<file path="config.mk">
export PLATFORM = sky130hd
export DESIGN_NAME = pipeline_controller
export DESIGN_NICKNAME = d
export VERILOG_FILES = /design/src/rtl/pipeline_controller.sv
export SDC_FILE = /design/constraint.sdc
export NUM_CORES = 1
export LEC_CHECK = 0
export ABC_AREA = 1
export ABC_CLOCK_PERIOD_IN_PS = 3860
export BUFFER_PORTS_ARGS = -buffer_cell sky130_fd_sc_hd__buf_4
export CAP_MARGIN = 0
export CORE_ASPECT_RATIO = 0.75
export CORE_MARGIN = 1
export CORE_UTILIZATION = 48
export DETAILED_ROUTE_END_ITERATION = 8
export GPL_TIMING_DRIVEN = 0
export PLACE_DENSITY = 0.95
export SLEW_MARGIN = 20
export SYNTH_ARGS = -nofsm -noshare
export SYNTH_HDL_FRONTEND = slang
export SYNTH_SLANG_ARGS = --single-unit
</file>
<file path="constraint.sdc">
create_clock -name clock -period 3.86 [get_ports clock]
set_clock_uncertainty 0.2 [all_clocks]
set_input_delay 0.772 -clock clock [delete_from_list [all_inputs] [get_ports clock]]
set_output_delay 0.772 -clock clock [all_outputs]
set_load 0.02 [all_outputs]
</file>
<file path="src/rtl/pipeline_controller.sv">
// Pipeline hazard/redirect controller: RUN/STALL/FLUSH/HALTED FSM with registered outputs.
// Optional stall performance counter enabled by defining PIPE_CTRL_PERF_EN.
`ifndef ADDRESS_SIZE
`define ADDRESS_SIZE 32
`endif

module pipeline_controller #(
   parameter int unsigned FLUSH_LEN = 2
) (
   input  logic                     clock,
   input  logic                     reset,
   input  logic                     load_hazard,
   input  logic                     mc_busy,
   input  logic                     branch_taken,
   input  logic [`ADDRESS_SIZE-1:0] branch_target,
   input  logic                     halt_detected,
   input  logic                     resume,
   output logic                     stall,
   output logic                     jump,
   output logic [`ADDRESS_SIZE-1:0] jump_pc,
   output logic                     flush,
   output logic                     halt,
   output logic [1:0]               state,
   output logic [15:0]              stall_count
);

   typedef enum logic [1:0] {
      ST_RUN    = 2'd0,
      ST_STALL  = 2'd1,
      ST_FLUSH  = 2'd2,
      ST_HALTED = 2'd3
   } state_t;

   // Counter holds the number of flush cycles still to follow the current one.
   localparam logic [2:0] FLUSH_LOAD = 3'(FLUSH_LEN - 1);

   state_t                     cur;
   state_t                     nxt;
   logic [2:0]                 flush_cnt;
   logic [2:0]                 flush_cnt_nxt;
   logic                       jump_nxt;
   logic [`ADDRESS_SIZE-1:0]   pc_nxt;
   logic                       busy;

   assign busy  = load_hazard | mc_busy;
   assign state = cur;

   always_ff @(posedge clock or posedge reset) begin
      if (reset) begin
         cur       <= ST_RUN;
         flush_cnt <= '0;
         jump      <= 1'b0;
         jump_pc   <= '0;
         stall     <= 1'b0;
         flush     <= 1'b0;
         halt      <= 1'b0;
      end else begin
         cur       <= nxt;
         flush_cnt <= flush_cnt_nxt;
         jump      <= jump_nxt;
         jump_pc   <= pc_nxt;
         stall     <= (nxt == ST_STALL);
         flush     <= (nxt == ST_FLUSH);
         halt      <= (nxt == ST_HALTED);
      end
   end

   always_comb begin
      nxt           = cur;
      flush_cnt_nxt = flush_cnt;
      jump_nxt      = 1'b0;
      pc_nxt        = jump_pc;
      unique case (cur)
         ST_RUN, ST_STALL: begin
            if (halt_detected) begin
               nxt = ST_HALTED;
            end else if (branch_taken) begin
               nxt           = ST_FLUSH;
               flush_cnt_nxt = FLUSH_LOAD;
               jump_nxt      = 1'b1;
               pc_nxt        = branch_target;
            end else if (busy) begin
               nxt = ST_STALL;
            end else begin
               nxt = ST_RUN;
            end
         end
         ST_FLUSH: begin
            // Branch and halt here come from squashed instructions and are ignored.
            if (flush_cnt == '0) begin
               nxt = busy ? ST_STALL : ST_RUN;
            end else begin
               flush_cnt_nxt = flush_cnt - 3'd1;
            end
         end
         ST_HALTED: begin
            if (resume) nxt = ST_RUN;
         end
         default: nxt = ST_RUN;
      endcase
   end

`ifdef PIPE_CTRL_PERF_EN
   logic [15:0] stall_cnt_q;

   always_ff @(posedge clock or posedge reset) begin
      if (reset) begin
         stall_cnt_q <= '0;
      end else if (stall && (stall_cnt_q != '1)) begin
         stall_cnt_q <= stall_cnt_q + 16'd1;
      end
   end

   assign stall_count = stall_cnt_q;
`else
   assign stall_count = '0;
`endif

endmodule
</file>
==> out/metrics.cfg, run 1 <==
[run_status]
status = finished clean

[placed_design]
place.gp.congestion = 0.738
numPortBuffers = 76
place_hpwl_mm = 2.95

[logic_synthesis]
syn_area_mm2 = 0.00178
avgSynthCellArea_um2 = 8.83
syn_inst = 202
ys_seq_area_frac = 0.575
ys_types = 18
synth-seq-cells = 41
yosys_warnings = 0

[finish]
nFillCells = 270
mostFrequentLayoutCell = nand2_1
drive_above_1_share = 0.379
final_nets = 342
final_cell_mix = nand2_1 (105), buf_4 (93), dfrtp_1 (41)
antenna_cells = 0
syn_to_final_growth_pct = 45.6

[detailed_routing]
drtPass1Iterations = 4
routed_wl_mm = 3.75
post_drt_wl_per_cell_um = 10.7
via_count = 1506
drt.antenna.violating_nets = 0
vias_per_cell = 4.29
drt-initial-drc-count = 39
remaining_drc_errors = 0

[die]
core_mm2 = 0.00342
die_h_um = 54.8
row_count = 18
dieWidth_um = 72.4
boundaryPins = 93
dieArea_mm2 = 0.00396
start_util = 0.521

[clocking]
cts_buffer_depth = 2
cts-resized-gates = 0
cts_tree = done
cts.clk_slew.worst_paths_ns = 0.07
htree_num_levels = 2
clock_latency_ns = 0.28
cts_hold_buf = 0
cts-root-buf = clkbuf_8
cts_setup_buffers = 0
cts.sink_count = 41
cts_made_buffers = 5

[critical_path]
endpoint_kind = output port
cp_num_buf_inv = 1
cpMaxStageDelayCell = dfrtp_1
critPathTopFamily = flip-flops
cp.depth = 1
cp-startpoint = state[0]
crit_type = reg -> out
crit_chain = buf_4
arrival_ns = 0.90
cp_max_fo = 5
r2r_start = flush_cnt[0]
r2r_cells = 8
cp_data_required_time_ns = 2.89
setup.worst_path.start_class = flop
cp_slowest_stage_delay_ns = 0.44

[sta]
setup_viol = 0
holdWs_ns = 0.249
post-route-period-util = 0.485
setup-tns-final_ns = 0
max_freq_mhz = 534
slew_viol_final = 0
hold_viol_final = 0
period_minus_slack_ns = 1.87
rsz0062_at_grt = no

[global_routing]
antenna_found_initial = 0
grt_usage = 0.202
grt_pass1_wl_mm = 5.81
grt-ovfl-total = 0
grt_pass1_vias = 1323
grtUsageMet2 = 0.336
global_route.usage.met3 = 0.0681
grt.busiest_layer = met2
met1_usage = 0.251
grt_max_degree = 29

[pwr]
p_leak_nw = 1.53
ir_worst_vdd_mv = 0.464
p_per_area_mw_per_mm2 = 789

[hold_path]
hold_path.class = in -> async

[job]
cap_violations = 0

-- cell usage after synthesis, drive strengths merged --
library cell / instances / area (um2)
o21ai: 3 / 15.0
nand3b: 1 / 7.51
inv: 14 / 57.6
buf: 22 / 171
nand2: 107 / 407
ha: 2 / 25.0
dfrtp: 41 / 1030
nor3: 2 / 10.0
nor2: 4 / 17.5
conb: 1 / 3.75
nand3: 5 / 42.5
-- cell type report --
cell class | count | area, um2 | share of cell area
Tap cell | 50 | 62.6 | 0.0241
Timing Repair Buffer | 77 | 591 | 0.227
Clock inverter | 2 | 35.0 | 0.0135
Buffer | 22 | 171 | 0.0660
Sequential cell | 41 | 1030 | 0.395
Inverter | 14 | 57.6 | 0.0222
Clock buffer | 5 | 68.8 | 0.0265
Multi-Input combinational cell | 140 | 584 | 0.225
-- sequential cells by signal, summed over array words and instances, names as in the netlist --
| signal | count |
|---|---|
| flush | 1 |
| flush_cnt | 3 |
| halt | 1 |
| jump | 1 |
| jump_pc | 32 |
| stall | 1 |
| state | 2 |
-- per-stage QoR --
step / cell area (um2) / instances / total power, mW / util / setup slack, ns
after detailed placement: 2490 / 344 / 1.74 / 0.728 / 2.02
after global routing: 2600 / 351 / 2.20 / 0.758 / 1.96
after global placement: 2470 / 343 / 1.70 / 0.722 / 1.45
final: 2600 / 351 / 2.05 / 0.758 / 1.99
after CTS: 2600 / 351 / 2.07 / 0.758 / 1.98
after floorplan: 1840 / 217 / 1.32 / - / 1.94
-- final timing paths --
check	to	slack, ns
min in group clock	jump_pc[24]	0.28
max reg2reg	flush_cnt[1]	2.41
max in group asynchronous	halt	2.78
min	jump_pc[14]	0.25
min reg2reg	jump_pc[24]	0.28
max	state[0]	1.99
-- cell families after synthesis --
kind of cell	after synthesis	share of synthesized area
other	1	0.00210
flip-flops	41	0.575
AND/OR/NAND/NOR	119	0.272
adder cells (fa/ha/maj)	2	0.0140
buffers and inverters	36	0.128
AO/OA/AOI/OAI	3	0.00842
-- per-layer routing --
metal  routed length, um  share of wire  vias up
met5                   0              0        -
met1                1620           0.43      669
met2                1790           0.48       66
li1                    -              -      766
met4                  25         0.0067        0
met3                 308          0.082        5
-- power by group --
part / internal, mW / leakage [nW] / total, mW / switching, mW
clock: 0.188 / 0.0540 / 0.320 / 0.132
combinational: 0.411 / 0.962 / 0.972 / 0.561
sequential: 0.637 / 0.511 / 0.757 / 0.121
total: 1.24 / 1.53 / 2.05 / 0.814
Power figures use the tool's default switching activity.
==> run 2, diff against run 1 <==
Settings changed: ABC_CLOCK_PERIOD_IN_PS 3860 to 1890, CORE_UTILIZATION 48 to 44, PLACE_DENSITY 0.95 to 0.89.
Clock period 3.86 ns to 1.89 ns, I/O delays scaled along.
==> out/metrics.cfg, run 2 (same netlist as run 1, synthesis figures left out) <==
[global_routing]
grt_max_degree = 26  ; -10%
grt_pass1_vias = 1443  ; +9.1%
antenna_found_initial = 0  ; unchanged
grt_usage = 0.185  ; -0.0167
grt_pass1_wl_mm = 5.91  ; +1.8%
grt-ovfl-total = 0  ; unchanged

[finish]
seq_area_mm2 = 0.00103  ; unchanged
multi_input_area_um2 = 584  ; unchanged
syn_to_final_growth_pct = 45.8  ; about the same
stdcell_count = 354  ; +0.85%
antenna_cells = 0  ; unchanged
largest_reg_flops = 32  ; unchanged
fin_util = 0.692  ; -0.0665
mostFrequentLayoutCell = nand2_1
drive_above_1_share = 0.374  ; -0.00457
final_nets = 343  ; +0.29%
final_cell_mix = nand2_1 (105), buf_4 (93), dfrtp_1 (41)
regMostFlops = jump_pc
nFillCells = 322  ; +19%

[sta]
setup_viol = 0  ; unchanged
setup_slack_ns = 0.388  ; -1.60 ns
post-route-period-util = 0.795
slew_viol_final = 0  ; unchanged
max_freq_mhz = 666
hold_viol_final = 0  ; unchanged
period_minus_slack_ns = 1.50
rsz0062_at_grt = no

[clocking]
cts_made_buffers = 5  ; unchanged
cts-root-buf = clkbuf_8
clock_latency_ns = 0.28  ; about the same
cts_setup_buffers = 0  ; unchanged
htree_num_levels = 2  ; unchanged
cts_tree = done
cts-resized-gates = 0  ; unchanged
cts_buffer_depth = 2  ; unchanged
cts.sink_count = 41  ; unchanged
cts.clk_slew.worst_paths_ns = 0.07  ; about the same
cts_hold_buf = 1  ; +1

[pwr]
p_leak_nw = 1.52  ; -0.14%
ir_worst_vdd_mv = 1.00  ; +120%
p_per_area_mw_per_mm2 = 1580  ; +100%

[detailed_routing]
drt-initial-drc-count = 41  ; +5.1%
drtPass1Iterations = 6  ; +2
post_drt_wl_per_cell_um = 10.7  ; +0.26%
routed_wl_mm = 3.79  ; +1.1%
remaining_drc_errors = 0  ; unchanged
drt.antenna.violating_nets = 0  ; unchanged
via_count = 1511  ; +0.33%
vias_per_cell = 4.27  ; -0.52%

[placed_design]
numPortBuffers = 76  ; unchanged
dpl_worst_slack_ns = 0.393  ; -1.63 ns
place_hpwl_mm = 2.98  ; +0.93%
place.gp.congestion = 0.756  ; +2.3%
placedCellCount = 346  ; +0.58%

[die]
row_count = 19  ; +1
dieWidth_um = 75.5  ; +4.3%
start_util = 0.475  ; -0.0461
die_h_um = 57.1  ; +4.3%
boundaryPins = 93  ; unchanged
core_mm2 = 0.00376  ; +9.7%
dieArea_mm2 = 0.00431  ; +8.8%

[job]
cap_violations = 0  ; unchanged

[hold_path]
hold_path.class = in -> reg

[critical_path]
setup.worst_path.start_class = flop
endpoint_kind = flop
r2r_slack_ns = 0.39  ; -2.02 ns
cp_data_required_time_ns = 1.87  ; -1.02 ns
cp_max_fo = 3  ; -2
crit_type = reg -> reg
arrival_ns = 1.48  ; +0.58 ns

[run_status]
status = finished clean

## run 2: cell type report
| cell class | count | area share |
|---|---|---|
| clock buffers | 7 | 0.0332 |
| flip-flops and latches | 41 | 0.395 |
| multi-input cells | 140 | 0.225 |
| plain buffers | 22 | 0.0660 |
| inverters | 14 | 0.0221 |
| repair buffers | 78 | 0.234 |
| well taps | 52 | 0.0250 |
## run 2: critical path: stages, from the launching register on
cell     delay [ns]
dfrtp_1        0.36
inv_1          0.06
ha_1           0.19
ha_1           0.21
inv_1          0.08
nand2_2        0.09
nand3_2        0.09
inv_1          0.04
nand2_1        0.06
inv_1          0.04
## run 2: final timing paths
| path | end | startpoint | depth (start not counted) |
|---|---|---|---|
| max in group asynchronous | jump_pc[16] | reset | 4 |
| hold reg to reg | jump_pc[0] | jump_pc[0] | 2 |
| min in group asynchronous | jump_pc[27] | reset | 3 |
| setup / recovery | stall | flush_cnt[0] | 9 |
| setup reg to reg | stall | flush_cnt[0] | 9 |
| hold / removal | jump_pc[7] | branch_target[7] | 3 |
## run 2: per-layer routing
layer,track usage,share of wire,up-vias
met5,0,0,-
met4,0.0397,0.0050,0
met3,0.0654,0.078,3
met2,0.325,0.48,56
met1,0.217,0.43,683
li1,-,-,769
## run 2: report_power, final
part | internal (mW) | switching, mW
clock network | 0.289 | 0.260
registers | 1.30 | 0.241
logic | 0.846 | 1.16
## run 2: metrics by stage
step	hold slack, ns	setup TNS (ns)	total power, mW	instance area, um2
floorplan	0.266	0	2.69	1840
global placement	0.264	-4.53	3.48	2470
detailed placement	0.191	0	3.58	2500
CTS	0.0826	0	4.14	2600
global route	0.0807	0	4.39	2600
finish	0.0909	0	4.10	2600
